===== src/rtl/mem_initiator.sv =====
`default_nettype none
// +--------------------------------------------------------------------------+
// | mem_initiator: single-outstanding bus master for the native memory bus.  |
// | Optional: MEM_INITIATOR_ALIGN_CHECK_EN rejects misaligned addresses.     |
// | Revision: 1.0                                                            |
// +--------------------------------------------------------------------------+
module mem_initiator #(
    parameter int TIMEOUT_CYCLES = 64,
    parameter int CNT_W          = 8
) (
    input  logic        clk,
    input  logic        reset,
    input  logic        req_valid,
    output logic        req_ready,
    input  logic        req_write,
    input  logic        req_instr,
    input  logic [31:0] req_addr,
    input  logic [31:0] req_wdata,
    input  logic [3:0]  req_wstrb,
    output logic        rsp_valid,
    input  logic        rsp_ready,
    output logic [31:0] rsp_rdata,
    output logic        rsp_error,
    output logic        mem_valid,
    output logic        mem_instr,
    input  logic        mem_ready,
    output logic [31:0] mem_addr,
    output logic [31:0] mem_wdata,
    output logic [3:0]  mem_wstrb,
    input  logic [31:0] mem_rdata,
    output logic        mem_la_read,
    output logic        mem_la_write,
    output logic [31:0] mem_la_addr,
    output logic [31:0] mem_la_wdata,
    output logic [3:0]  mem_la_wstrb
);

    typedef enum logic [1:0] {
        S_IDLE   = 2'd0,
        S_ACCESS = 2'd1,
        S_RESP   = 2'd2
    } state_t;

    localparam logic [CNT_W-1:0] c_TIMEOUT    = CNT_W'(TIMEOUT_CYCLES);
    localparam bit               c_TIMEOUT_EN = (TIMEOUT_CYCLES != 0);
    localparam logic [31:0]      c_WORD_MASK  = 32'hFFFF_FFFC;

    state_t           r_state;
    state_t           w_state_next;
    logic [CNT_W-1:0] r_cnt;
    logic [CNT_W-1:0] w_cnt_inc;
    logic             r_write;
    logic             r_rsp_valid;
    logic [31:0]      r_rsp_rdata;
    logic             r_rsp_error;
    logic             r_mem_valid;
    logic             r_mem_instr;
    logic [31:0]      r_mem_addr;
    logic [31:0]      r_mem_wdata;
    logic [3:0]       r_mem_wstrb;
    logic             w_accept;
    logic             w_misaligned;
    logic             w_issue;
    logic             w_in_access;
    logic             w_timeout;

    assign req_ready = (r_state == S_IDLE) && !reset;
    assign w_accept  = req_valid && req_ready;

`ifdef MEM_INITIATOR_ALIGN_CHECK_EN
    assign w_misaligned = (req_addr[1:0] != 2'b00);
`else
    assign w_misaligned = 1'b0;
`endif

    assign w_issue     = w_accept && !w_misaligned;
    assign w_in_access = (r_state == S_ACCESS);
    assign w_cnt_inc   = r_cnt + CNT_W'(1);
    // The limit is hit on the edge the counter would reach it; a same-cycle mem_ready still wins.
    assign w_timeout   = c_TIMEOUT_EN && w_in_access && !mem_ready && (w_cnt_inc == c_TIMEOUT);

    assign mem_la_read  = w_issue && !req_write;
    assign mem_la_write = w_issue && req_write;
    assign mem_la_addr  = w_issue ? (req_addr & c_WORD_MASK) : 32'h0;
    assign mem_la_wdata = w_issue ? req_wdata : 32'h0;
    assign mem_la_wstrb = (w_issue && req_write) ? req_wstrb : 4'h0;

    always_ff @(posedge clk) begin
        if (reset) begin
            r_state <= S_IDLE;
        end else begin
            r_state <= w_state_next;
        end
    end

    always_comb begin
        w_state_next = r_state;
        case (r_state)
            S_IDLE: begin
                if (w_accept) begin
                    w_state_next = w_misaligned ? S_RESP : S_ACCESS;
                end
            end
            S_ACCESS: begin
                if (mem_ready || w_timeout) begin
                    w_state_next = S_RESP;
                end
            end
            S_RESP: begin
                if (rsp_ready) begin
                    w_state_next = S_IDLE;
                end
            end
            default: w_state_next = S_IDLE;
        endcase
    end

    always_ff @(posedge clk) begin
        if (reset) begin
            r_cnt       <= '0;
            r_write     <= 1'b0;
            r_rsp_valid <= 1'b0;
            r_rsp_rdata <= 32'h0;
            r_rsp_error <= 1'b0;
            r_mem_valid <= 1'b0;
            r_mem_instr <= 1'b0;
            r_mem_addr  <= 32'h0;
            r_mem_wdata <= 32'h0;
            r_mem_wstrb <= 4'h0;
        end else begin
            if (w_issue) begin
                r_mem_valid <= 1'b1;
                r_mem_instr <= req_instr;
                r_mem_addr  <= req_addr & c_WORD_MASK;
                r_mem_wdata <= req_wdata;
                r_mem_wstrb <= req_write ? req_wstrb : 4'h0;
                r_write     <= req_write;
            end
            if (w_accept && w_misaligned) begin
                r_rsp_valid <= 1'b1;
                r_rsp_error <= 1'b1;
                r_rsp_rdata <= 32'h0;
            end
            if (w_in_access) begin
                if (mem_ready) begin
                    r_mem_valid <= 1'b0;
                    r_rsp_valid <= 1'b1;
                    r_rsp_error <= 1'b0;
                    r_rsp_rdata <= r_write ? 32'h0 : mem_rdata;
                end else begin
                    r_cnt <= w_cnt_inc;
                    if (w_timeout) begin
                        r_mem_valid <= 1'b0;
                        r_rsp_valid <= 1'b1;
                        r_rsp_error <= 1'b1;
                        r_rsp_rdata <= 32'h0;
                    end
                end
            end
            if ((r_state == S_RESP) && rsp_ready) begin
                r_rsp_valid <= 1'b0;
                r_cnt       <= '0;
            end
        end
    end

    assign rsp_valid = r_rsp_valid;
    assign rsp_rdata = r_rsp_rdata;
    assign rsp_error = r_rsp_error;
    assign mem_valid = r_mem_valid;
    assign mem_instr = r_mem_instr;
    assign mem_addr  = r_mem_addr;
    assign mem_wdata = r_mem_wdata;
    assign mem_wstrb = r_mem_wstrb;

endmodule
`default_nettype wire


===== config.mk =====
export PLATFORM = sky130hd
export DESIGN_NAME = mem_initiator
export DESIGN_NICKNAME = d
export VERILOG_FILES = /design/src/rtl/mem_initiator.sv
export SDC_FILE = /design/constraint.sdc
export NUM_CORES = 1
export LEC_CHECK = 0
export BUFFER_PORTS_ARGS = -buffer_cell sky130_fd_sc_hd__buf_4
export CAP_MARGIN = 15
export CORE_MARGIN = 3
export CORE_UTILIZATION = 45
export DETAILED_ROUTE_END_ITERATION = 8
export GPL_TIMING_DRIVEN = 0
export MAX_ROUTING_LAYER = met4
export PLACE_DENSITY = 0.81
export RECOVER_POWER = 50
export SLEW_MARGIN = 10
export SYNTH_ARGS = -nofsm -noshare
export SYNTH_HDL_FRONTEND = slang
export SYNTH_SLANG_ARGS = --single-unit

===== constraint.sdc =====
create_clock -name clk -period 2.9 [get_ports clk]
set_input_delay 0.29 -clock clk [delete_from_list [all_inputs] [get_ports clk]]
set_output_delay 0.29 -clock clk [all_outputs]
set_load 0.02 [all_outputs]

; ---- Word level (Yosys, flattened, before mapping)
; Index checks and enable logic that the tools add are counted.
[classes]
add_sub_neg = 1
n_eq_ne = 6
n_mux = 18
n_bitwise = 1
reduce_logical = 17
[op_table]
columns = op, count
row1 = 32-bit 2-to-1 mux, 5
row2 = "8-bit by 1-bit adder with 8-bit output, second input constant", 1
row3 = "8-bit by 7-bit equality test with 1-bit output, second input constant", 1
row4 = 4-bit 2-to-1 mux, 2
row5 = 1-bit logical AND, 7
row6 = 1-bit 2-to-1 mux, 7
row7 = 2-bit 2-to-1 mux, 3
row8 = 2-bit case mux with 3 select lines, 1
row9 = "2-bit != test, second input constant", 2
row10 = 2-bit AND reduction, 2
row11 = 1-bit logical NOT, 3
row12 = 3-bit AND reduction, 1
row13 = "2-bit by 1-bit equality test with 1-bit output, second input constant", 1
row14 = "2-bit equality test, second input constant", 1
row15 = 2-bit logical NOT, 1
row16 = "2-bit by 1-bit != test with 1-bit output, second input constant", 1
row17 = 2-bit nonzero test, 1
row18 = 2-bit OR reduction, 1
row19 = 1-bit logical OR, 1
row20 = 1-bit NOT, 1
[totals]
register_bits = 113
elab_cells = 54

; ---- Depth between registers and ports, before layout
; Gate-level depths: netlist of run 1.
[depth]
depth_word = 7
ltp_mapped = 8
mapped_depth_nobuf = 6

; ---- Worst setup path after synthesis of run 1
; Ideal clock, no wire load.
[synth_path]
path_kind = reg-to-output
startpoint = register r_state[1]
endpoint = output mem_la_wstrb[0]
arrival_ns = 1.558
required_ns = 2.610
setup_slack_ns = 1.052
path_stages_with_launch = 5
cell_sequence = dfxtp_1 -> nor3_2 -> and3_1 -> clkbuf_1 -> and2_1
[synth_between]
elab_chain_cells = 5
[synth_lines]
columns = item, line
row1 = start: declaration, 48  ; state_t r_state;
row2 = start signal: assignment, 92  ; r_state <= w_state_next;
row3 = 2-bit logical NOT, 67  ; assign req_ready = (r_state == S_IDLE) && !reset;
row4 = 1-bit logical AND, 67
row5 = named net req_ready, 14  ; output logic req_ready,
row6 = 1-bit logical AND, 68  ; assign w_accept = req_valid && req_ready;
row7 = 1-bit logical AND, -
row8 = named net mem_la_write, 32  ; output logic mem_la_write,
row9 = 4-bit 2-to-1 mux, 86  ; assign mem_la_wstrb = (w_issue && req_write) ? req_wstrb : 4'h0;
row10 = end: declaration, 35  ; output logic [3:0] mem_la_wstrb
; The timed path passes the listed nets, and every way through them passes these cells.

; ---- Worst setup path in the final report of run 1
[layout_path]
startpoint = register r_state[1]
endpoint = output mem_la_wdata[6]
[layout_between]
elab_chain_cells = 4
[layout_lines]
columns = item, line
row1 = 2-bit logical NOT, 67
row2 = 1-bit logical AND, 67
row3 = 1-bit logical AND, 68
row4 = 32-bit 2-to-1 mux, 85  ; assign mem_la_wdata = w_issue ? req_wdata : 32'h0;
row5 = end: declaration, 34  ; output logic [31:0] mem_la_wdata,
; Every way passes these cells.

==> metrics.cfg, run 1 <==
[grt]
grt_pass1_wl_mm = 28.2
antenna_found_initial = 0
overflow = 0
grt_max_degree = 17
track_usage_pct = 29.2
grt_pass1_vias = 5585

[floorplan]
die_w_um = 111
num_rows = 37
fp.coreArea_um2 = 10600
die_h_um = 111
ios = 282
die_area_um2 = 12300
initial_core_util_pct = 47.1

[power_and_ir_drop]
p_leak_uw = 0.00372
cellPowerDensity_nw_per_um2 = 623
total_power_uw = 4840
max-vdd-ir-drop_mv = 0.356

[synthesis]
synth_top_area_share_pct = 45.5
mappedNetlistArea_um2 = 4970
yosys.area.top_type = dfxtp_1
yosysSeqAreaShare_pct = 45.5
yosysWarnings = 0
synth-main-ff-cell = dfxtp_1
async_flop_share_pct = 0
post-synth-top-count-cell = nand2_1
synth.distinct_cells = 39
syn_area_per_cell_um2 = 7.52
synthTopCellsByArea = dfxtp_1 45%, nand2_1 15%, a21oi_1 7.6%
synth_common_cells = 196 x nand2_1, 113 x dfxtp_1, 76 x a21oi_1
netlist_instances = 661
ys_ff_latch = 113
synth_edf_count = 0

[worst_setup_path]
crit_arrival_ns = 2.33
crit_top_cell = buf_2
endpoint = mem_la_wdata[6]
rr_worst_depth = 8
regToRegSetupSlack_ns = 0.75
slowest_stage = dfxtp_1
critical_path.cell_chain = nor3_1 -> and2_0 -> buf_2 -> buf_2 -> nand2_1 -> inv_1 -> buf_4
crit_buf_inv = 4
worstSetupPathDepth = 7
cp-end-kind = primary output
crit_family = buffers and inverters
max_stage_delay_ns = 0.36
cp_data_required_time_ns = 2.61
crit_type = register to primary output
critPathLaunchType = register
cp_max_fo = 10
startpoint = r_state[1]
r2r_end = rsp_rdata[14]
reg2reg_from = r_cnt[0]

[clock_tree]
tritoncts = yes
cts_htree_levels = 4
clk_latency_ns = 0.52
clkTransAtPathRegs_ns = 0.06
clock_sinks = 113
cts.repair.resized = 0
clockBufferDepth = 2
cts_root_buf = clkbuf_8
cts_inserted_buffers = 17

[cells_and_area]
final_area_um2 = 7760
drive_gt1_share_pct = 22.4
final_nets = 1099
antenna_cells = 0
area_delta_synth_final_pct = 56.0
instances_no_fill = 1139
n_fill_cell = 901
final_util_pct = 73.5

[drt]
post-route-drc-count = 0
routed_via_density = 5.15
first_pass_iters = 5
ant_nets = 0
wl_mm = 18.4
num_vias = 5862
drt_iter0_drc = 420
wl_per_cell_um = 16.2

[timing]
rsz0062_at_grt = false
worstMarginPinSlew_ns = 0.582
tns_ns = 0
slew_violations = 0
clock_skew_ns = 0.00803
fmax_ghz = 0.381
fin_crit_ns = 2.62
slew_headroom_pct = 60.9
hold_viol = 0
setup_viol = 0
post-route-period-util_pct = 90.5

[place]
placedCellCount = 1075
dp_hpwl_mm = 13.3
place_area_um2 = 7220
place_congestion = 0.868
port_buffers = 275

[job]
drv_cap = 0

[worst_hold_path]
hold_class = input port to register

[status]
status = completed

## report_power, final
group,switching [uW],leakage (uW),total [uW],internal [uW]
clock,776,0.000293,2180,1410
combinational,568,0.00250,912,343
sequential,75.2,0.000920,1740,1670
## state kept, by name, summed over array words and instances (netlist names), 2 cells and up
| signal | cells |
|---|---|
| r_cnt | 8 |
| mem_wstrb | 4 |
| mem_wdata | 32 |
| r_state | 2 |
| rsp_rdata | 32 |
| mem_addr | 30 |
## tightest hold or removal path: stages
cell and delay [ns]:
buf_4 0.11, nand2_1 0.04, a21oi_1 0.05
## stage by stage
step	setup WS [ns]	hold WS, ns
after floorplan	1.05	0.412
after global placement	0.909	0.442
after detailed placement	0.927	0.447
after CTS	0.366	0.00491
after global routing	0.134	0.0434
final	0.276	0.0207
## routing by layer
layer | vias up | wire length, um | global-route usage [%]
li1 | 2849 | - | -
met1 | 2661 | 7040 | 32.3
met2 | 287 | 9160 | 48.9
met3 | 65 | 1400 | 7.81
met4 | 0 | 791 | 14.0
met5 | - | 0 | -
## repair_timing
item | 4_1_cts | 5_1_grt
setup buffers | 0 | 0
hold endpoints to repair | 32 | 0
hold buffers | 32 | 0
## placed cells by master (no fill, tap or decap), types with 4 or more instances in the layout
cell type,instances
bufinv_16,4
buf_2,11
nor2_1,16
inv_1,62
nor3b_1,33
a32oi_1,32
buf_4,179
a21oi_1,76
clkbuf_16,16
dfxtp_1,113
nand3_1,34
conb_1,4
o21ai_0,4
and2_1,4
dlygate4sd3_1,32
inv_6,4
nand2_1,196
clkbuf_1,138
xor2_1,4
## how the worst min path moves through the flow
stage	from	to	slack, ns	depth (start not counted)
3_3_place_gp	mem_wdata[19]	mem_wdata[19]	0.44	2
6_report	req_instr	mem_instr	0.02	3
2_1_floorplan	mem_rdata[0]	rsp_rdata[0]	0.41	2
5_1_grt	req_instr	mem_instr	0.04	3
3_5_place_dp	mem_wdata[10]	mem_wdata[10]	0.45	2
4_1_cts	req_instr	mem_instr	0.005	3
## logic make-up (layout without fill, tap and decap cells)
kind of cell,after synthesis,after routing,synth area share (%)
AND/OR/NAND/NOR,303,303,28.1
AO/OA/AOI/OAI,118,118,14.7
buffers and inverters,116,455,9.61
flip-flops,113,113,45.5
XOR/XNOR,8,8,1.56
adder cells (fa/ha/maj),2,2,0.503
other,1,4,0.0754
## cell type report
class                   instances  area, um^2  share of cell area [%]
clock buffers                  18         418                    5.39
clock inverters                14         204                    2.63
flip-flops and latches        113        2260                    29.2
multi-input cells             435        2230                    28.8
plain buffers                  53         239                    3.08
inverters                      63         236                    3.05
well taps                     136         170                    2.19
repair buffers                307        2000                    25.7
(Power assumes the default switching activity.)
==> inputs of run 2 (changes only) <==
--- a/config.mk
+++ b/config.mk
@@ -7,12 +7,14 @@
 export LEC_CHECK = 0
 export BUFFER_PORTS_ARGS = -buffer_cell sky130_fd_sc_hd__buf_4
 export CAP_MARGIN = 15
-export CORE_MARGIN = 3
-export CORE_UTILIZATION = 45
+export CELL_PAD_IN_SITES_DETAIL_PLACEMENT = 0
+export CELL_PAD_IN_SITES_GLOBAL_PLACEMENT = 1
+export CORE_MARGIN = 8
+export CORE_UTILIZATION = 32
 export DETAILED_ROUTE_END_ITERATION = 8
 export GPL_TIMING_DRIVEN = 0
 export MAX_ROUTING_LAYER = met4
-export PLACE_DENSITY = 0.81
+export PLACE_DENSITY_LB_ADDON = 0.1
 export RECOVER_POWER = 50
 export SLEW_MARGIN = 10
 export SYNTH_ARGS = -nofsm -noshare
==> metrics.cfg, run 2 (same netlist as run 1, synthesis figures left out) <==
[status]
status = completed

[timing]
slew_headroom_pct = 54.9
fin_crit_ns = 2.66
tns_ns = 0
clock_skew_ns = 0.00575
setup_viol = 0
post-route-period-util_pct = 91.8
hold_viol = 0
rsz0062_at_grt = false
slew_violations = 0
worstMarginPinSlew_ns = 0.677
fmax_ghz = 0.376

[drt]
wl_per_cell_um = 16.5
num_vias = 5529
first_pass_iters = 5
ant_nets = 0
drt_iter0_drc = 240
routed_via_density = 4.77
wl_mm = 19.2
post-route-drc-count = 0

[clock_tree]
cts.repair.resized = 0
cts_htree_levels = 4
clock_sinks = 113
clockBufferDepth = 2
post_cts_buffers = 0
clk_latency_ns = 0.41
clkTransAtPathRegs_ns = 0.05
hold_buffers = 0
cts_inserted_buffers = 17
cts_root_buf = clkbuf_16
tritoncts = yes

[power_and_ir_drop]
max-vdd-ir-drop_mv = 0.365
cellPowerDensity_nw_per_um2 = 636
p_leak_uw = 0.00359

[floorplan]
die_w_um = 141
fp.coreArea_um2 = 15200
die_area_um2 = 19800
num_rows = 45
die_h_um = 141
ios = 282
initial_core_util_pct = 32.7

[place]
place_area_um2 = 7280
place_congestion = 0.828
dp_hpwl_mm = 15.2
port_buffers = 275

[job]
drv_cap = 0

[worst_hold_path]
min-delay-start = mem_rdata[11]
hold_class = input port to register

[cells_and_area]
layout_commonest_cell = nand2_1
area_delta_synth_final_pct = 50.9
final_cell_mix = 196 x nand2_1, 179 x buf_4, 141 x clkbuf_1
final_area_um2 = 7510
drive_gt1_share_pct = 23.0
antenna_cells = 0
final_nets = 1067

[grt]
track_usage_pct = 18.9
grt_pass1_wl_mm = 28.8
grt_max_degree = 17
antenna_found_initial = 0
grt_pass1_vias = 5540
overflow = 0

[worst_setup_path]
cp_max_fo = 10
reg2reg_from = r_cnt[0]
critPathLaunchType = register
startpoint = r_state[1]
crit_arrival_ns = 2.37
cp-end-kind = primary output
crit_type = register to primary output
cp_data_required_time_ns = 2.61

-- run 2: cell count changes in the layout (fill, tap and decap cells not counted), sizes merged, moves of 2 or more --
cell | previous run | this run
inv | 66 | 62
clkbuf | 155 | 163
clkinv | 4 | 6
buf | 191 | 187
dlygate4sd3 | 32 | 0
-- run 2: layer usage --
layer / global-route usage, % / share of wire, % / vias to the layer above
met4: 7.41 / 1.5 / 0
met5: - / 0 / -
li1: - / - / 2768
met2: 32.4 / 50 / 203
met3: 5.84 / 7.2 / 20
met1: 20.0 / 41 / 2538
-- run 2: final cells by class --
cell class | count | area, um^2
plain buffers | 53 | 234
well taps | 188 | 235
inverters | 63 | 236
repair buffers | 275 | 1680
clock buffers | 22 | 494
flip-flops and latches | 113 | 2260
multi-input cells | 435 | 2240
fillers | 1624 | 7690
clock inverters | 10 | 130
-- run 2: worst paths after layout --
path | end | slack, ns | cells after the start
worst min register to register | mem_addr[2] | 0.45 | 2
worst max-delay path | mem_la_addr[19] | 0.24 | 7
worst min-delay path | rsp_rdata[11] | 0.09 | 3
worst max register to register | rsp_rdata[22] | 0.71 | 8
-- run 2: metrics by stage --
step                      hold slack, ns  setup WS, ns  power [uW]  utilization [%]  std cells
after floorplan                    0.412          1.05        2260                -        664
after global placement             0.444         0.676        2730             47.9       1127
after detailed placement           0.447         0.680        2750             47.9       1127
after CTS                         0.0649         0.218        4930             52.0       1159
after global routing              0.0846        0.0676        4980             49.4       1159
final                             0.0854         0.238        4780             49.4       1159
-- run 2: worst max-delay path, stage by stage (launching register included) --
cell and delay (ns):
dfxtp_1 0.37, nor3_2 0.38, and2_0 0.20, buf_2 0.26
clkbuf_1 0.37, nand2_1 0.17, inv_1 0.08, buf_4 0.13
-- run 2: where the power goes --
group	total, uW	switching, uW	internal (uW)
logic	872	558	314
clock network	2160	707	1460
registers	1740	74.3	1670
total	4780	1340	3440
